$ cat src/rtl/alu_pkg.sv
// Shared encodings for the sequential ALU: operation classes, opcodes,
// FSM states and the compare-flag bundle.
package alu_pkg;

    localparam logic [1:0] OT_MOVE  = 2'b00;
    localparam logic [1:0] OT_ARITH = 2'b01;
    localparam logic [1:0] OT_LOGIC = 2'b10;
    localparam logic [1:0] OT_ILL   = 2'b11;

    localparam logic [3:0] OP_MOVE = 4'b0000;

    localparam logic [3:0] OP_ADD = 4'b0000;
    localparam logic [3:0] OP_SUB = 4'b0001;
    localparam logic [3:0] OP_INC = 4'b0010;
    localparam logic [3:0] OP_DEC = 4'b0011;
    localparam logic [3:0] OP_MUL = 4'b0100;

    localparam logic [3:0] OP_AND = 4'b0000;
    localparam logic [3:0] OP_OR  = 4'b0001;
    localparam logic [3:0] OP_XOR = 4'b0010;
    localparam logic [3:0] OP_NOT = 4'b0011;
    localparam logic [3:0] OP_SHL = 4'b0100;
    localparam logic [3:0] OP_SHR = 4'b0101;
    localparam logic [3:0] OP_CMP = 4'b0110;

    typedef enum logic [1:0] {
        S_IDLE = 2'd0,
        S_BUSY = 2'd1,
        S_DONE = 2'd2
    } state_t;

    typedef struct packed {
        logic za;
        logic zb;
        logic eq;
        logic gt;
        logic lt;
    } cmp_t;

endpackage

$ cat src/rtl/alu_seq_if.sv
// Operation/result channel of the sequential ALU: valid/ready request side
// carrying operands, valid/ready response side carrying result and flags.
interface alu_seq_if #(parameter int unsigned WIDTH = 16);
    logic             in_valid;
    logic             in_ready;
    logic [WIDTH-1:0] op1;
    logic [WIDTH-1:0] op2;
    logic [3:0]       alu_opcode;
    logic [1:0]       alu_ot;
    logic             out_valid;
    logic             out_ready;
    logic [WIDTH-1:0] alu_out;
    logic [WIDTH-1:0] res_hi;
    logic [WIDTH-1:0] addr_out;
    logic             za;
    logic             zb;
    logic             eq;
    logic             gt;
    logic             lt;
    logic             carry;
    logic             zero;
    logic             err;

    modport master (
        output in_valid, op1, op2, alu_opcode, alu_ot, out_ready,
        input  in_ready, out_valid, alu_out, res_hi, addr_out,
               za, zb, eq, gt, lt, carry, zero, err
    );

    modport slave (
        input  in_valid, op1, op2, alu_opcode, alu_ot, out_ready,
        output in_ready, out_valid, alu_out, res_hi, addr_out,
               za, zb, eq, gt, lt, carry, zero, err
    );
endinterface

$ cat src/rtl/alu_mul_iter.sv
// Iterative unsigned shift-add multiplier, one partial product per cycle.
// o_done_c flags the final step; o_product_c then holds the full product.
module alu_mul_iter #(
    parameter int unsigned WIDTH = 16
) (
    input  logic               clk,
    input  logic               rst_n,
    input  logic               i_start,
    input  logic [WIDTH-1:0]   i_a,
    input  logic [WIDTH-1:0]   i_b,
    output logic               o_done_c,
    output logic [2*WIDTH-1:0] o_product_c
);
    localparam int unsigned CW = $clog2(WIDTH);
    localparam int unsigned PW = 2 * WIDTH;

    logic             r_busy;
    logic [CW-1:0]    r_cnt;
    logic [PW-1:0]    r_mcand;
    logic [PW-1:0]    r_acc;
    logic [WIDTH-1:0] r_mplier;
    logic [PW-1:0]    w_acc_nxt;

    // Exposing the post-step accumulator lets the caller capture the product
    // on the same edge as the last step.
    always_comb begin
        w_acc_nxt = r_acc;
        if (r_mplier[0]) begin
            w_acc_nxt = r_acc + r_mcand;
        end
    end

    assign o_done_c    = r_busy && (r_cnt == CW'(WIDTH - 1));
    assign o_product_c = w_acc_nxt;

    always_ff @(posedge clk) begin
        if (!rst_n) begin
            r_busy   <= 1'b0;
            r_cnt    <= '0;
            r_mcand  <= '0;
            r_acc    <= '0;
            r_mplier <= '0;
        end else if (i_start) begin
            r_busy   <= 1'b1;
            r_cnt    <= '0;
            r_mcand  <= PW'(i_a);
            r_acc    <= '0;
            r_mplier <= i_b;
        end else if (r_busy) begin
            r_acc    <= w_acc_nxt;
            r_mcand  <= r_mcand << 1;
            r_mplier <= r_mplier >> 1;
            r_cnt    <= r_cnt + CW'(1);
            if (o_done_c) begin
                r_busy <= 1'b0;
            end
        end
    end
endmodule

$ cat src/rtl/alu_seq.sv
// Registered ALU with valid/ready channels: single-cycle move/arith/logic ops
// and an iterative multiply, with compare, carry, zero and error flags.
module alu_seq
    import alu_pkg::*;
#(
    parameter int unsigned WIDTH = 16
) (
    input  logic      clk,
    input  logic      rst_n,
    alu_seq_if.slave  bus
);
    localparam int unsigned SHW = $clog2(WIDTH);
    localparam int unsigned PW  = 2 * WIDTH;
    localparam int unsigned XW  = WIDTH + 1;

    state_t           r_state;
    state_t           w_state_nxt;
    logic             r_rdy_en;
    logic             r_out_valid;
    logic [WIDTH-1:0] r_alu_out;
    logic [WIDTH-1:0] r_res_hi;
    logic [WIDTH-1:0] r_addr_out;
    logic             r_carry;
    logic             r_zero;
    logic             r_err;
    cmp_t             r_cmp;
    cmp_t             r_cmp_pend;

    logic             w_in_ready_c;
    logic             w_acc;
    logic             w_is_mul;
    logic             w_load_single;
    logic             w_load_mul;
    logic             w_mul_done_c;
    logic [PW-1:0]    w_product_c;
    logic [WIDTH-1:0] w_res;
    logic [WIDTH-1:0] w_addr;
    logic             w_carry;
    logic             w_err;
    cmp_t             w_cmp;

    always_comb begin
        w_cmp.za = (bus.op1 == '0);
        w_cmp.zb = (bus.op2 == '0);
        w_cmp.eq = (bus.op1 == bus.op2);
        w_cmp.gt = (bus.op1 > bus.op2);
        w_cmp.lt = (bus.op1 < bus.op2);
    end

    // Single-cycle result; MUL is only recognised here and handed off.
    always_comb begin
        w_res    = '0;
        w_addr   = '0;
        w_carry  = 1'b0;
        w_err    = 1'b0;
        w_is_mul = 1'b0;
        case (bus.alu_ot)
            OT_MOVE: begin
                if (bus.alu_opcode == OP_MOVE) begin
                    w_res  = bus.op1;
                    w_addr = bus.op2;
                end else begin
                    w_err = 1'b1;
                end
            end
            OT_ARITH: begin
                case (bus.alu_opcode)
                    OP_ADD:  {w_carry, w_res} = {1'b0, bus.op1} + {1'b0, bus.op2};
                    OP_SUB:  {w_carry, w_res} = {1'b0, bus.op1} - {1'b0, bus.op2};
                    OP_INC:  {w_carry, w_res} = {1'b0, bus.op1} + XW'(1);
                    OP_DEC:  {w_carry, w_res} = {1'b0, bus.op1} - XW'(1);
                    OP_MUL:  w_is_mul = 1'b1;
                    default: w_err = 1'b1;
                endcase
            end
            OT_LOGIC: begin
                case (bus.alu_opcode)
                    OP_AND:  w_res = bus.op1 & bus.op2;
                    OP_OR:   w_res = bus.op1 | bus.op2;
                    OP_XOR:  w_res = bus.op1 ^ bus.op2;
                    OP_NOT:  w_res = ~bus.op1;
                    OP_SHL:  w_res = bus.op1 << bus.op2[SHW-1:0];
                    OP_SHR:  w_res = bus.op1 >> bus.op2[SHW-1:0];
                    OP_CMP:  w_res = '0;
                    default: w_err = 1'b1;
                endcase
            end
            OT_ILL: w_err = 1'b1;
        endcase
    end

    // r_rdy_en keeps in_ready low through reset and for the first cycle after it.
    assign w_in_ready_c  = ((r_state == S_IDLE) && r_rdy_en)
                         || ((r_state == S_DONE) && bus.out_ready);
    assign w_acc         = bus.in_valid && w_in_ready_c;
    assign w_load_single = w_acc && !w_is_mul;
    assign w_load_mul    = (r_state == S_BUSY) && w_mul_done_c;

    always_comb begin
        w_state_nxt = r_state;
        case (r_state)
            S_IDLE: begin
                if (w_acc) begin
                    w_state_nxt = w_is_mul ? S_BUSY : S_DONE;
                end
            end
            S_BUSY: begin
                if (w_mul_done_c) begin
                    w_state_nxt = S_DONE;
                end
            end
            S_DONE: begin
                if (bus.out_ready) begin
                    if (w_acc) begin
                        w_state_nxt = w_is_mul ? S_BUSY : S_DONE;
                    end else begin
                        w_state_nxt = S_IDLE;
                    end
                end
            end
            default: w_state_nxt = S_IDLE;
        endcase
    end

    always_ff @(posedge clk) begin
        if (!rst_n) begin
            r_state <= S_IDLE;
        end else begin
            r_state <= w_state_nxt;
        end
    end

    always_ff @(posedge clk) begin
        if (!rst_n) begin
            r_rdy_en    <= 1'b0;
            r_out_valid <= 1'b0;
        end else begin
            r_rdy_en    <= 1'b1;
            r_out_valid <= (w_state_nxt == S_DONE);
        end
    end

    // Visible result registers only move when a result enters DONE.
    always_ff @(posedge clk) begin
        if (!rst_n) begin
            r_alu_out  <= '0;
            r_res_hi   <= '0;
            r_addr_out <= '0;
            r_carry    <= 1'b0;
            r_zero     <= 1'b0;
            r_err      <= 1'b0;
            r_cmp      <= '0;
            r_cmp_pend <= '0;
        end else begin
            if (w_acc && w_is_mul) begin
                r_cmp_pend <= w_cmp;
            end
            if (w_load_single) begin
                r_alu_out  <= w_res;
                r_res_hi   <= '0;
                r_addr_out <= w_addr;
                r_carry    <= w_carry;
                r_zero     <= (w_res == '0);
                r_err      <= w_err;
                r_cmp      <= w_cmp;
            end else if (w_load_mul) begin
                r_alu_out  <= w_product_c[WIDTH-1:0];
                r_res_hi   <= w_product_c[PW-1:WIDTH];
                r_addr_out <= '0;
                r_carry    <= 1'b0;
                r_zero     <= (w_product_c == '0);
                r_err      <= 1'b0;
                r_cmp      <= r_cmp_pend;
            end
        end
    end

    alu_mul_iter #(.WIDTH(WIDTH)) u_mul (
        .clk         (clk),
        .rst_n       (rst_n),
        .i_start     (w_acc && w_is_mul),
        .i_a         (bus.op1),
        .i_b         (bus.op2),
        .o_done_c    (w_mul_done_c),
        .o_product_c (w_product_c)
    );

    assign bus.in_ready  = w_in_ready_c;
    assign bus.out_valid = r_out_valid;
    assign bus.alu_out   = r_alu_out;
    assign bus.res_hi    = r_res_hi;
    assign bus.addr_out  = r_addr_out;
    assign bus.za        = r_cmp.za;
    assign bus.zb        = r_cmp.zb;
    assign bus.eq        = r_cmp.eq;
    assign bus.gt        = r_cmp.gt;
    assign bus.lt        = r_cmp.lt;
    assign bus.carry     = r_carry;
    assign bus.zero      = r_zero;
    assign bus.err       = r_err;
endmodule

$ cat src/flat_wrapper.sv
// flat-port wrapper written by rule: the top's interface ports become plain ports
module alu_seq_flat import alu_pkg::*;
#(
    parameter int unsigned WIDTH = 16
)
  (clk, rst_n, bus_in_valid, bus_op1, bus_op2, bus_alu_opcode, bus_alu_ot, bus_out_ready, bus_in_ready, bus_out_valid, bus_alu_out, bus_res_hi, bus_addr_out, bus_za, bus_zb, bus_eq, bus_gt, bus_lt, bus_carry, bus_zero, bus_err);
  alu_seq_if #(.WIDTH(WIDTH)) bus_i ();
  input  logic clk;
  input  logic rst_n;
  input wire logic [$bits(bus_i.in_valid)-1:0] bus_in_valid;
  input wire logic [$bits(bus_i.op1)-1:0] bus_op1;
  input wire logic [$bits(bus_i.op2)-1:0] bus_op2;
  input wire logic [$bits(bus_i.alu_opcode)-1:0] bus_alu_opcode;
  input wire logic [$bits(bus_i.alu_ot)-1:0] bus_alu_ot;
  input wire logic [$bits(bus_i.out_ready)-1:0] bus_out_ready;
  output wire logic [$bits(bus_i.in_ready)-1:0] bus_in_ready;
  output wire logic [$bits(bus_i.out_valid)-1:0] bus_out_valid;
  output wire logic [$bits(bus_i.alu_out)-1:0] bus_alu_out;
  output wire logic [$bits(bus_i.res_hi)-1:0] bus_res_hi;
  output wire logic [$bits(bus_i.addr_out)-1:0] bus_addr_out;
  output wire logic [$bits(bus_i.za)-1:0] bus_za;
  output wire logic [$bits(bus_i.zb)-1:0] bus_zb;
  output wire logic [$bits(bus_i.eq)-1:0] bus_eq;
  output wire logic [$bits(bus_i.gt)-1:0] bus_gt;
  output wire logic [$bits(bus_i.lt)-1:0] bus_lt;
  output wire logic [$bits(bus_i.carry)-1:0] bus_carry;
  output wire logic [$bits(bus_i.zero)-1:0] bus_zero;
  output wire logic [$bits(bus_i.err)-1:0] bus_err;
  assign bus_i.in_valid = bus_in_valid;
  assign bus_i.op1 = bus_op1;
  assign bus_i.op2 = bus_op2;
  assign bus_i.alu_opcode = bus_alu_opcode;
  assign bus_i.alu_ot = bus_alu_ot;
  assign bus_i.out_ready = bus_out_ready;
  assign bus_in_ready = bus_i.in_ready;
  assign bus_out_valid = bus_i.out_valid;
  assign bus_alu_out = bus_i.alu_out;
  assign bus_res_hi = bus_i.res_hi;
  assign bus_addr_out = bus_i.addr_out;
  assign bus_za = bus_i.za;
  assign bus_zb = bus_i.zb;
  assign bus_eq = bus_i.eq;
  assign bus_gt = bus_i.gt;
  assign bus_lt = bus_i.lt;
  assign bus_carry = bus_i.carry;
  assign bus_zero = bus_i.zero;
  assign bus_err = bus_i.err;
  alu_seq #(.WIDTH(WIDTH)) u_core (.clk(clk), .rst_n(rst_n), .bus(bus_i));
endmodule
$ cat config.mk
export PLATFORM = sky130hd
export DESIGN_NAME = alu_seq_flat
export DESIGN_NICKNAME = d
export VERILOG_FILES = /design/src/rtl/alu_pkg.sv /design/src/rtl/alu_seq_if.sv /design/src/rtl/alu_mul_iter.sv /design/src/rtl/alu_seq.sv /design/src/flat_wrapper.sv
export SDC_FILE = /design/constraint.sdc
export NUM_CORES = 1
export LEC_CHECK = 0
export BUFFER_PORTS_ARGS = -buffer_cell sky130_fd_sc_hd__buf_2
export CORE_MARGIN = 2
export CORE_UTILIZATION = 52
export DETAILED_ROUTE_END_ITERATION = 6
export PLACE_DENSITY = 0.82
export SLEW_MARGIN = 25
export SYNTH_ARGS = -nofsm -noshare
export SYNTH_HDL_FRONTEND = slang
export SYNTH_HIERARCHICAL = 1
export SYNTH_SLANG_ARGS = --single-unit
$ cat constraint.sdc
create_clock -name clk -period 3.97 [get_ports clk]
set_input_delay 0.794 -clock clk [delete_from_list [all_inputs] [get_ports clk]]
set_output_delay 0.794 -clock clk [all_outputs]
set_load 0.01 [all_outputs]
==> summary.txt <==
Placed design
  • HPWL after DPL: 37500 um
  • Port Buffer Count: 99
  • GP Congestion: 1.018

CTS
  • CTS max path bufs: 2
  • Clock slew at reported path FFs: 0.07 ns
  • Setup Buffers After CTS: 0
  • Clk sink count: 150
  • Hold_buf cts: 0
  • Num CTS Buffers: 17
  • Root Buffer: clkbuf_16
  • CTS resizes: 0
  • H-tree levels: 4
  • CTS tree: yes
  • Clk_lat worst skew: 0.44 ns

Finish
  • Final core occ: 0.6069
  • Area grow syn2layout: 14.32%
  • N_diodes: 0
  • Final nets: 1927
  • Share of layout cells above drive strength 1: 0.1903

Floorplan
  • Initial core utilization: 0.5309
  • Chip Width: 164.6 um
  • Chip Height: 164.6 um
  • Die area: 0.02708 mm^2
  • I/O pin total: 100
  • Core Area: 0.02525 mm^2
  • # rows: 58

Detailed routing
  • Via density: 6.629
  • Total Wirelength: 49980 um
  • Per-cell routed wire length: 23.38 um
  • Number of routed nets with antenna violations: 0
  • Via count: 14170
  • DRC violations left: 0
  • Drt first pass iters: 6
  • Initial DRC count: 1833

Setup path
  • Element type at the critical path end: register
  • R2R setup slack: 0.10 ns
  • Register-to-Register Path Depth: 14
  • CP Max Fanout: 5
  • Crit path kind: reg -> reg
  • CP most frequent cell: o31ai_1
  • Critical Path RT: 4.31 ns
  • Worst r2r src: u_core/u_mul/r_mcand[4]
  • Largest delay share family, worst path: compound AO/OA/AOI/OAI gates
  • RR Endpoint: u_core/bus.zero
  • Slowest cell on the critical path: o31ai_1
  • Arrival @ worst endpoint: 4.21 ns
  • CP Launch Type: register
  • CP Cell Sequence: ha_1, a21o_1, a31o_1, o21ai_1, a21oi_1, o31ai_1, o221a_2, xnor2_1, mux2_2, nor4_1, nand4_1, o31ai_1, nand3_1, o41ai_2
  • Worst stage delay on the critical path: 0.49 ns
  • Buffers plus inverters on the worst setup path: 0

Synth
  • Mapped Nets: 1827
  • Main synth FF type: dfxtp_1
  • Dominant cell type by area after synthesis: dfxtp_1
  • Mapped Area: 0.01341 mm^2
  • Area contributors post-synth: dfxtp_1 (22%), ha_1 (8.1%), mux2i_1 (7.2%)
  • FFs w/ async S/R, synth: 0
  • Number of synthesized flops with an enable pin: 0
  • Synth cell types: 92
  • Avg Inst Size Synth: 7.910 um^2
  • Gate Count Post-Synth: 1695
  • Most common cell in the netlist: nand2_1
  • Yosys top cell area share: 0.2240
  • Synth Register Bits: 150
  • Ys Warns: 6
  • Top cell types by occurrence after synthesis: nand2_1 (188), dfxtp_1 (150), nor2_1 (128)
  • Post-synthesis sequential area ratio: 0.2240

Worst hold path
  • Worst hold path class: reg -> reg
  • Worst hold stages: 2
  • Min-delay src: u_core/bus.res_hi[7]
  • Min-Delay Endpoint: u_core/bus.res_hi[7]

Power and ir drop
  • Pwr/cell area: 274.8 mW/mm^2
  • Worst vdd ir: 0.0002530 V
  • Leak pwr: 6.360 nW

Timing
  • Finish-stage setup viols: 0
  • RSZ-0062 raised after global routing: false
  • Fmax achieved: 258.5 MHz
  • TNS Setup: 0 ns
  • Final hold vios: 0
  • Min cycle time layout: 3.868 ns
  • Hold WS: 0.4517 ns
  • Slew HR: 0.2545
  • Tightest Pin Transition: 1.114 ns
  • Fin. max-slew vios: 0
  • Final Cycle Share: 0.9743
  • Skew final: 0.009130 ns

Job
  • Max capacitance violation total: 0

Global route
  • GR Util All Layers: 0.3660
  • Initial antenna violation count: 0
  • Largest net degree at the start of global routing: 84
  • Grt total ovfl: 0
  • Global-route wire length before repair: 75890 um
  • Vias in the first global route: 13270

Outcome
  • Status: completed
## cell type report
class | count | area [um^2]
clock buffer | 18 | 450.4
tap | 330 | 412.9
fill | 2236 | 9927
timing repair buffer | 210 | 1379
clock inverter | 14 | 180.2
sequential | 150 | 3007
inverter | 82 | 307.8
multi-input combinational | 1334 | 9590
## cells in the final DEF, fill, tap and decap left out, drive strengths merged, types with 16 or more instances in the layout
cell	count
buf	210
nand2	189
dfxtp	150
nor2	128
a21oi	104
mux2i	96
o21ai	93
ha	87
inv	87
nand3	47
and2	42
nor2b	37
a22oi	31
mux4	31
mux2	31
xnor2	30
nor3	28
nor4	24
nand4	23
o211ai	23
a21o	22
a211oi	22
clkbuf	18
o21a	17
a31oi	17
nand2b	16
## flip-flops by register name (all words and copies together), names as in the netlist, 2 cells and up
| signal | cells |
|---|---|
| u_core/r_cmp_pend | 5 |
| u_core/u_mul/r_mplier | 16 |
| u_core/bus.res_hi | 16 |
| u_core/u_mul/r_mcand | 32 |
| u_core/r_state | 2 |
| u_core/u_mul/r_acc | 32 |
| u_core/u_mul/r_cnt | 4 |
| u_core/bus.alu_out | 16 |
| u_core/bus.addr_out | 16 |
## worst reg2reg max path, cell delays in order, from the launching register on
cell and delay (ns):
dfxtp_1 0.34, ha_1 0.37, a21o_1 0.23, a31o_1 0.22
o21ai_1 0.26, a21oi_1 0.19, o31ai_1 0.49, o221a_2 0.32
xnor2_1 0.07, mux2_2 0.33, nor4_1 0.28, nand4_1 0.18
o31ai_1 0.22, nand3_1 0.18, o41ai_2 0.10
## how the worst max path moves through the flow
stage                                  startpoint         endpoint  slack, ns  cells after the start
final                     u_core/u_mul/r_mcand[4]  u_core/bus.zero       0.10                     14
after detailed placement              bus_op2[10]  u_core/bus.zero       0.03                     14
after CTS                 u_core/u_mul/r_mcand[0]  u_core/bus.zero       0.23                     15
after global routing      u_core/u_mul/r_mcand[4]  u_core/bus.zero       0.05                     14
after floorplan                        bus_op2[3]  u_core/bus.zero       0.07                     12
after global placement                bus_op2[10]  u_core/bus.zero     0.0002                     14
## routing by layer
layer	part of all wire	track usage
met1	0.40	0.4874
met2	0.44	0.5766
met3	0.11	0.07107
met4	0.052	0.1609
met5	0	0
## power breakdown
part | switching (mW) | leakage, nW | internal [mW] | total (mW)
Clock | 0.747 | 0.309 | 0.994 | 1.74
Combinational | 0.582 | 4.84 | 0.358 | 0.940
Sequential | 0.0114 | 1.21 | 1.52 | 1.53
Total | 1.34 | 6.36 | 2.87 | 4.21
## through the flow
step	std cells	total power [mW]	setup slack, ns	instance area, um^2
floorplan	1695	2.098	0.06562	13410
CTS	2138	4.185	0.2271	15330
detailed placement	2106	2.463	0.02677	14700
finish	2138	4.211	0.1020	15330
global route	2138	4.339	0.05358	15330
global placement	2106	2.460	0.0001839	14690
## kinds of logic (layout without fill, tap and decap cells)
kind of cell	count (synthesis)	in the layout	synth area share
DFF	150	150	0.2240
adders and majority gates	90	90	0.08567
buffers and inverters	211	324	0.06178
and+or+nand+nor	592	592	0.2167
AOI/OAI and AO/OA	452	452	0.2336
xor gates and xnor gates	42	42	0.02800
muxes	158	158	0.1503
Note: power is estimated with default switching activity, not from simulation.
